File: src/rtl/cnt5_down_seq.sv
// -----------------------------------------------------------------------------
// cnt5_down_seq
//
// Loadable down-counter sequencer. It bounds the kernel and row loops of the
// sharpening datapath and gives the DLX control logic an end-of-loop handshake.
// A LOAD starts a count from LD_VAL. Each CE while running removes one
// iteration. When the last iteration is consumed, TC pulses for one cycle and
// DONE is held until the controller acknowledges it or starts a new count.
//
// Ports
//   CLK     in   1      rising-edge clock
//   RST     in   1      asynchronous, active-high reset
//   LOAD    in   1      load LD_VAL and start a count
//   LD_VAL  in   WIDTH  start value (iteration count)
//   CE      in   1      count enable, one decrement per cycle while running
//   ACK     in   1      acknowledge DONE and return to idle
//   CNT     out  WIDTH  current count (registered)
//   BUSY    out  1      high while counting
//   TC      out  1      terminal-count pulse, one cycle wide
//   DONE    out  1      high from terminal count until ACK or LOAD
// -----------------------------------------------------------------------------
module cnt5_down_seq #(
    parameter int WIDTH = 5
) (
    input  logic             CLK,
    input  logic             RST,
    input  logic             LOAD,
    input  logic [WIDTH-1:0] LD_VAL,
    input  logic             CE,
    input  logic             ACK,
    output logic [WIDTH-1:0] CNT,
    output logic             BUSY,
    output logic             TC,
    output logic             DONE
);

    typedef enum logic [1:0] {
        S_IDLE = 2'd0,
        S_RUN  = 2'd1,
        S_DONE = 2'd2
    } state_t;

    localparam logic [WIDTH-1:0] CNT_ZERO = '0;
    localparam logic [WIDTH-1:0] CNT_ONE  = WIDTH'(1);

    state_t           state_q;
    state_t           state_d;
    logic [WIDTH-1:0] cnt_q;
    logic [WIDTH-1:0] cnt_d;
    logic             tc_q;
    logic             tc_d;
    logic             busy_q;
    logic             done_q;

    // State, count and all flag outputs are registered together, so every
    // output changes only on a clock edge (or on reset) and there is no
    // combinational path from any input to any output. BUSY and DONE are
    // decoded from the next state so they line up with the state register.
    always_ff @(posedge CLK or posedge RST) begin
        if (RST) begin
            state_q <= S_IDLE;
            cnt_q   <= CNT_ZERO;
            tc_q    <= 1'b0;
            busy_q  <= 1'b0;
            done_q  <= 1'b0;
        end else begin
            state_q <= state_d;
            cnt_q   <= cnt_d;
            tc_q    <= tc_d;
            busy_q  <= (state_d == S_RUN);
            done_q  <= (state_d == S_DONE);
        end
    end

    // Next-state and next-count logic. LOAD has priority over everything else
    // in every state. A zero load means there is nothing to iterate, so the
    // count finishes immediately and raises TC. Otherwise the counter runs.
    // While running, the decrement from 1 is the terminal step. The counter
    // goes to 0 and leaves RUN on that edge, so it never goes below zero.
    // The "<= 1" test also covers a zero count in RUN, which cannot happen.
    always_comb begin
        state_d = state_q;
        cnt_d   = cnt_q;
        tc_d    = 1'b0;

        if (LOAD) begin
            if (LD_VAL == CNT_ZERO) begin
                state_d = S_DONE;
                cnt_d   = CNT_ZERO;
                tc_d    = 1'b1;
            end else begin
                state_d = S_RUN;
                cnt_d   = LD_VAL;
            end
        end else begin
            unique case (state_q)
                S_IDLE: begin
                    state_d = S_IDLE;
                end
                S_RUN: begin
                    if (CE) begin
                        if (cnt_q > CNT_ONE) begin
                            cnt_d = cnt_q - CNT_ONE;
                        end else begin
                            cnt_d   = CNT_ZERO;
                            tc_d    = 1'b1;
                            state_d = S_DONE;
                        end
                    end
                end
                S_DONE: begin
                    cnt_d = CNT_ZERO;
                    if (ACK) begin
                        state_d = S_IDLE;
                    end
                end
                default: begin
                    state_d = S_IDLE;
                    cnt_d   = CNT_ZERO;
                end
            endcase
        end
    end

    assign CNT  = cnt_q;
    assign BUSY = busy_q;
    assign TC   = tc_q;
    assign DONE = done_q;

endmodule
File: config.mk
export PLATFORM = sky130hd
export DESIGN_NAME = cnt5_down_seq
export DESIGN_NICKNAME = d
export VERILOG_FILES = /design/src/rtl/cnt5_down_seq.sv
export SDC_FILE = /design/constraint.sdc
export NUM_CORES = 1
export LEC_CHECK = 0
export ABC_AREA = 1
export CAP_MARGIN = 20
export CORE_AREA = 3 3 42 44
export DETAILED_ROUTE_END_ITERATION = 12
export DIE_AREA = 0 0 45 47
export PLACE_DENSITY = 0.76
export SLEW_MARGIN = 20
export SYNTH_ARGS = -nofsm -noshare
export SYNTH_HDL_FRONTEND = slang
export SYNTH_SLANG_ARGS = --single-unit
File: constraint.sdc
create_clock -name CLK -period 2.75 [get_ports CLK]
set_input_delay 0.55 -clock CLK [delete_from_list [all_inputs] [get_ports CLK]]
set_output_delay 0.55 -clock CLK [all_outputs]
set_load 0.005 [all_outputs]
==> impl_metrics.py, run 1 <==
metrics = {
    "outcome": {
        "status": "finished clean",
    },
    "setup_path": {
        "path_cells": "clkdlybuf4s50_1",
        "worstSetupPathType": "flip-flop to primary output",
        "critPathRequiredTime_ns": 2.20,
        "cp_max_fo": 5,
        "timing.rr.end": "CNT[1]$_DFFE_PP0P_",
        "path_delay_family": "buffers and inverters",
        "arrival_ns": 1.25,
        "crit_slowest_cell": "clkdlybuf4s50_1",
        "cp.depth": 1,
        "end_kind": "primary output",
        "timing.rr.start": "state_q[1]$_DFF_PP0_",
        "reg2reg_slack_ns": 1.30,
        "reg2reg_depth": 9,
        "critical_path_buf_inv_count": 1,
        "startpoint_type": "flip-flop",
        "max_stage_delay_ns": 0.54,
        "critPathLaunch": "CNT[2]$_DFFE_PP0P_",
        "crit_path_end": "CNT[2]",
    },
    "global_routing": {
        "antenna_found_initial": 0,
        "grt_pass1_vias": 652,
        "overflow": 0,
        "grt_usage": 0.168,
        "grt_max_degree": 11,
        "grt_pass1_wl_mm": 2.51,
    },
    "logic_synthesis": {
        "ys_seq_area_frac": 0.372,
        "synth_most_common_cell": "inv_1",
        "ys_types": 25,
        "async_flop_share": 1.00,
        "ys_top_cells_by_area": "dfrtp_1 (37%), ha_1 (9.3%), inv_1 (6.7%), nand2_1 (6.1%), nor2_1 (5.0%)",
        "synth.ff_latch_count": 10,
        "syn_avg_cell_area_um2": 8.11,
        "synthCells": 83,
        "synth_top_area_frac": 0.372,
        "synth_commonest_cells": "inv_1 (12), nand2_1 (11), dfrtp_1 (10)",
        "netlist_area_um2": 673,
        "syn_nets": 98,
        "yosysTopAreaCell": "dfrtp_1",
        "synth_flop_cell": "dfrtp_1",
        "yosys_warnings": 0,
        "synth-edff-count": 0,
    },
    "placed_design": {
        "routabilityCongestion": 0.848,
        "numPortBuffers": 17,
        "hpwl_mm": 1.16,
    },
    "clocking": {
        "h-tree-depth": 1,
        "cts_buffers": 3,
        "root_buffer": "clkbuf_4",
        "cts_buffer_depth": 2,
        "post_cts_buffers": 0,
        "clk_latency_ns": 0.26,
        "clk_pin_slew_ns": 0.06,
        "cts_tree": "yes",
        "cts_sinks": 10,
        "ctsResizeCount": 0,
        "ctsHoldBuffers": 0,
    },
    "timing": {
        "final.setup.tns_ns": 0,
        "maxSlewHeadroom": 0.744,
        "report.final.slew_viol_count": 0,
        "skew_ns": 0.000808,
        "hold_violations": 0,
        "min_period_ns": 1.80,
        "rsz0062_at_grt": "no",
        "period_share": 0.654,
        "tightestPinTransition_ns": 0.384,
        "fmax_mhz": 556,
        "setup_violations": 0,
    },
    "pwr": {
        "vdd_ir_drop_max_v": 0.000307,
        "sw_frac_of_total": 0.327,
        "p_leak_nw": 0.425,
        "p_int_mw": 0.282,
        "p_per_area_nw_per_um2": 475,
        "switchingPower_mw": 0.137,
        "combPwrFrac": 0.335,
        "power.share.clock": 0.235,
        "seqPwrFrac": 0.430,
    },
    "routing": {
        "post_drt_wl_per_cell_um": 12.1,
        "drtAntennaViolNets": 0,
        "routed_wl_mm": 1.43,
        "vias": 624,
        "first_iter_violations": 10,
        "drc": 0,
        "via_per_inst": 5.29,
        "dr.pass1.iters": 4,
    },
    "layout": {
        "final_util": 0.599,
        "areaGrowthSynthToFinish_pct": 30.9,
        "antenna_cells": 0,
        "layout-drive-gt1-share": 0.167,
        "nFillCells": 141,
        "fin_nets": 119,
    },
    "worst_hold_path": {
        "hold_class": "primary input to async pin",
    },
    "floorplanning": {
        "boundaryPins": 18,
        "initial_utilization": 0.457,
        "placeableCoreArea_um2": 1470,
        "die_h_um": 47,
        "die_w_um": 45,
        "dieArea_um2": 2120,
        "rows": 14,
    },
    "job": {
        "drv_cap": 0,
    },
}
state kept, by name, summed over array words and instances, names as in the netlist:
signal   cells
DONE         1
BUSY         1
TC           1
state_q      2
CNT          5
logic make-up (layout without fill, tap and decap cells):
| logic type | after synthesis | in the layout | share of synthesized area |
|---|---|---|---|
| adder cells (fa/ha/maj) | 5 | 5 | 0.0929 |
| AO/OA/AOI/OAI | 14 | 14 | 0.141 |
| XOR/XNOR | 2 | 2 | 0.0260 |
| flip-flops | 10 | 10 | 0.372 |
| buffers and inverters | 16 | 35 | 0.0929 |
| AND/OR/NAND/NOR | 36 | 36 | 0.275 |
placed cells by master (no fill, tap or decap), drive strengths merged:
cell type	n
a22oi	1
nand3	4
dfrtp	10
xor2	2
nor3	1
clkbuf	3
inv	14
nand2	15
and2	1
or2	1
clkdlybuf4s50	17
o21ai	3
o211ai	2
nand3b	1
clkinv	1
nor2	10
nand4	3
ha	5
a21oi	7
o21bai	1
area by class of cell:
class,count,area (µm²),area share
Sequential cell,10,250,0.284
Timing Repair Buffer,17,170,0.193
Inverter,15,57.6,0.0653
Clock buffer,3,22.5,0.0256
Tap cell,16,20.0,0.0227
Multi-Input combinational cell,57,360,0.409
stage by stage:
stage | area (µm²) | instances | power, mW | hold slack, ns | worst slack (ns)
floorplan | 673 | 83 | 0.264 | 0.390 | 1.45
global placement | 858 | 115 | 0.320 | 0.621 | 0.947
detailed placement | 858 | 115 | 0.323 | 0.623 | 0.894
CTS | 881 | 118 | 0.422 | 0.571 | 0.947
global route | 881 | 118 | 0.451 | 0.583 | 0.899
finish | 881 | 118 | 0.418 | 0.557 | 0.952
how the worst min path moves through the flow:
stage | depth (start not counted) | start | slack (ns) | endpoint
floorplan | 1 | RST | 0.39 | BUSY$_DFF_PP0_
global placement | 2 | CNT[4]$_DFFE_PP0P_ | 0.62 | CNT[4]$_DFFE_PP0P_
detailed placement | 2 | CNT[3]$_DFFE_PP0P_ | 0.62 | CNT[3]$_DFFE_PP0P_
CTS | 2 | RST | 0.57 | BUSY$_DFF_PP0_
global route | 2 | RST | 0.58 | BUSY$_DFF_PP0_
finish | 2 | RST | 0.56 | state_q[0]$_DFF_PP0_
per-layer routing:
metal  up-vias  global-route usage  share of wire
met2        26               0.299           0.54
met5         -                   0              0
met3         6              0.0460          0.073
met4         0              0.0877          0.015
met1       286               0.180           0.37
li1        306                   -              -
power groups by stage:
stage	clock [mW]	sequential (mW)	combinational [mW]
6_report	0.0983	0.180	0.140
2_1_floorplan	0	0.182	0.0821
3_3_place_gp	0	0.182	0.137
5_1_grt	0.109	0.183	0.158
3_5_place_dp	0	0.183	0.140
4_1_cts	0.101	0.180	0.141
Note: power is estimated with default switching activity, not from simulation.
==> run 2: changes to the inputs <==
Settings changed: CORE_AREA 3 3 42 44 to 3 3 45 47, DIE_AREA 0 0 45 47 to 0 0 48 50, PLACE_DENSITY 0.76 to 0.69.
Clock period 2.75 ns to 1.45 ns, I/O delays scaled along.
==> impl_metrics.py, run 2 (same netlist as run 1, synthesis figures left out) <==
metrics = {
    "outcome": {
        "status": "finished clean",
    },
    "setup_path": {
        "worstSetupPathType": "flip-flop to primary output",
        "critPathRequiredTime_ns": 1.16,
        "cp_max_fo": 2,
        "startpoint_type": "flip-flop",
        "path_delay_family": "buffers and inverters",
        "reg2reg_slack_ns": 0.04,
        "end_kind": "primary output",
        "cp.depth": 1,
        "reg2reg_depth": 7,
        "path_cells": "clkdlybuf4s50_1",
        "crit_slowest_cell": "clkdlybuf4s50_1",
        "timing.rr.end": "BUSY$_DFF_PP0_",
        "max_stage_delay_ns": 0.49,
        "arrival_ns": 1.12,
        "timing.rr.start": "CNT[0]$_DFFE_PP0P_",
        "critical_path_buf_inv_count": 1,
    },
    "floorplanning": {
        "initial_utilization": 0.399,
        "die_h_um": 50,
        "dieArea_um2": 2400,
        "rows": 15,
        "boundaryPins": 18,
        "die_w_um": 48,
        "placeableCoreArea_um2": 1690,
    },
    "timing": {
        "report.final.slew_viol_count": 0,
        "fmax_mhz": 709,
        "hold_violations": 0,
        "setup_violations": 0,
        "min_period_ns": 1.41,
        "skew_ns": 0.00778,
        "setup_ws_ns": 0.0403,
        "period_share": 0.972,
        "maxSlewHeadroom": 0.728,
        "rsz0062_at_grt": "yes",
        "tightestPinTransition_ns": 0.408,
    },
    "global_routing": {
        "overflow": 0,
        "antenna_found_initial": 0,
        "grt_pass1_vias": 622,
        "grt_max_degree": 11,
        "grt_pass1_wl_mm": 2.50,
        "grt_usage": 0.143,
    },
    "pwr": {
        "vdd_ir_drop_max_v": 0.000620,
        "p_per_area_nw_per_um2": 862,
        "power_mw": 0.873,
        "p_leak_nw": 0.525,
    },
    "routing": {
        "post_drt_wl_per_cell_um": 12.3,
        "dr.pass1.iters": 4,
        "via_per_inst": 5.02,
        "drc": 0,
        "vias": 662,
        "first_iter_violations": 13,
        "routed_wl_mm": 1.63,
        "drtAntennaViolNets": 0,
    },
    "clocking": {
        "cts_tree": "yes",
        "h-tree-depth": 1,
        "clk_pin_slew_ns": 0.07,
        "cts_buffer_depth": 2,
        "clk_latency_ns": 0.27,
        "cts_buffers": 3,
        "root_buffer": "clkbuf_4",
        "cts_sinks": 10,
    },
    "job": {
        "drv_cap": 0,
    },
    "layout": {
        "largest_register_ffs": 5,
        "final_cells": 132,
        "final_common_cell": "clkdlybuf4s50_1",
        "nFillCells": 164,
        "areaGrowthSynthToFinish_pct": 50.6,
        "antenna_cells": 0,
        "fin_nets": 132,
        "final_util": 0.600,
        "final_cell_mix": "clkdlybuf4s50_1 (14), buf_4 (12), nand2_1 (11)",
        "layout-drive-gt1-share": 0.357,
    },
    "placed_design": {
        "numPortBuffers": 17,
        "routabilityCongestion": 0.864,
        "placed_cells": 121,
        "pre_cts_ws_ns": -0.00550,
        "hpwl_mm": 1.19,
    },
    "worst_hold_path": {
        "hold_class": "primary input to async pin",
    },
}
==> run 2: cell types whose count changed in the layout (fill, tap and decap cells not counted), sizes merged <==
cell / previous run / this run
buf: 0 / 13
clkdlybuf4s50: 17 / 14
dlymetal6s2s: 0 / 3
==> run 2: through the flow <==
| step | area, µm² | hold slack [ns] | setup TNS, ns |
|---|---|---|---|
| 2_1_floorplan | 673 | 0.130 | 0 |
| 3_3_place_gp | 897 | 0.592 | 0 |
| 3_5_place_dp | 897 | 0.603 | -0.00550 |
| 4_1_cts | 960 | 0.317 | 0 |
| 5_1_grt | 1010 | 0.340 | -0.118 |
| 6_report | 1010 | 0.300 | 0 |
==> run 2: cell type report <==
type | instances | area, µm² | area share
multi-input combinational | 57 | 380 | 0.375
timing repair buffer | 30 | 279 | 0.275
sequential | 10 | 253 | 0.249
inverter | 15 | 57.6 | 0.0568
clock buffer | 3 | 22.5 | 0.0222
tap | 17 | 21.3 | 0.0210
==> run 2: worst max path at each step <==
stage                         start              to  slack [ns]
2_1_floorplan    CNT[1]$_DFFE_PP0P_  DONE$_DFF_PP0_        0.15
3_3_place_gp                    ACK  BUSY$_DFF_PP0_        0.01
3_5_place_dp                    ACK  BUSY$_DFF_PP0_      -0.006
4_1_cts          CNT[4]$_DFFE_PP0P_          CNT[4]        0.01
5_1_grt        state_q[1]$_DFF_PP0_  BUSY$_DFF_PP0_       -0.05
6_report         CNT[2]$_DFFE_PP0P_          CNT[2]        0.04
==> run 2: repair_timing <==
item	CTS	global route
buffers inserted	5	3
pin swaps	0	6
hold endpoints to repair	0	0
setup endpoints to repair	3	11
hold buffers	0	0
resized for setup	2	13
==> run 2: where the power goes <==
group	total [mW]	leakage, nW	internal (mW)	switching [mW]
logic	0.350	0.389	0.180	0.169
clock network	0.197	0.0138	0.0959	0.101
registers	0.326	0.123	0.309	0.0177
==> run 2: layer usage <==
metal | share of wire | GRT usage
met1 | 0.42 | 0.171
met3 | 0.035 | 0.0219
met5 | 0 | 0
met2 | 0.51 | 0.249
met4 | 0.031 | 0.0404
==> run 3: changes to the inputs <==
Settings changed: CTS_CLUSTER_SIZE set to 12.
==> results of run 3 <==
Final layout, timing and power as in run 2 (identical DEF).
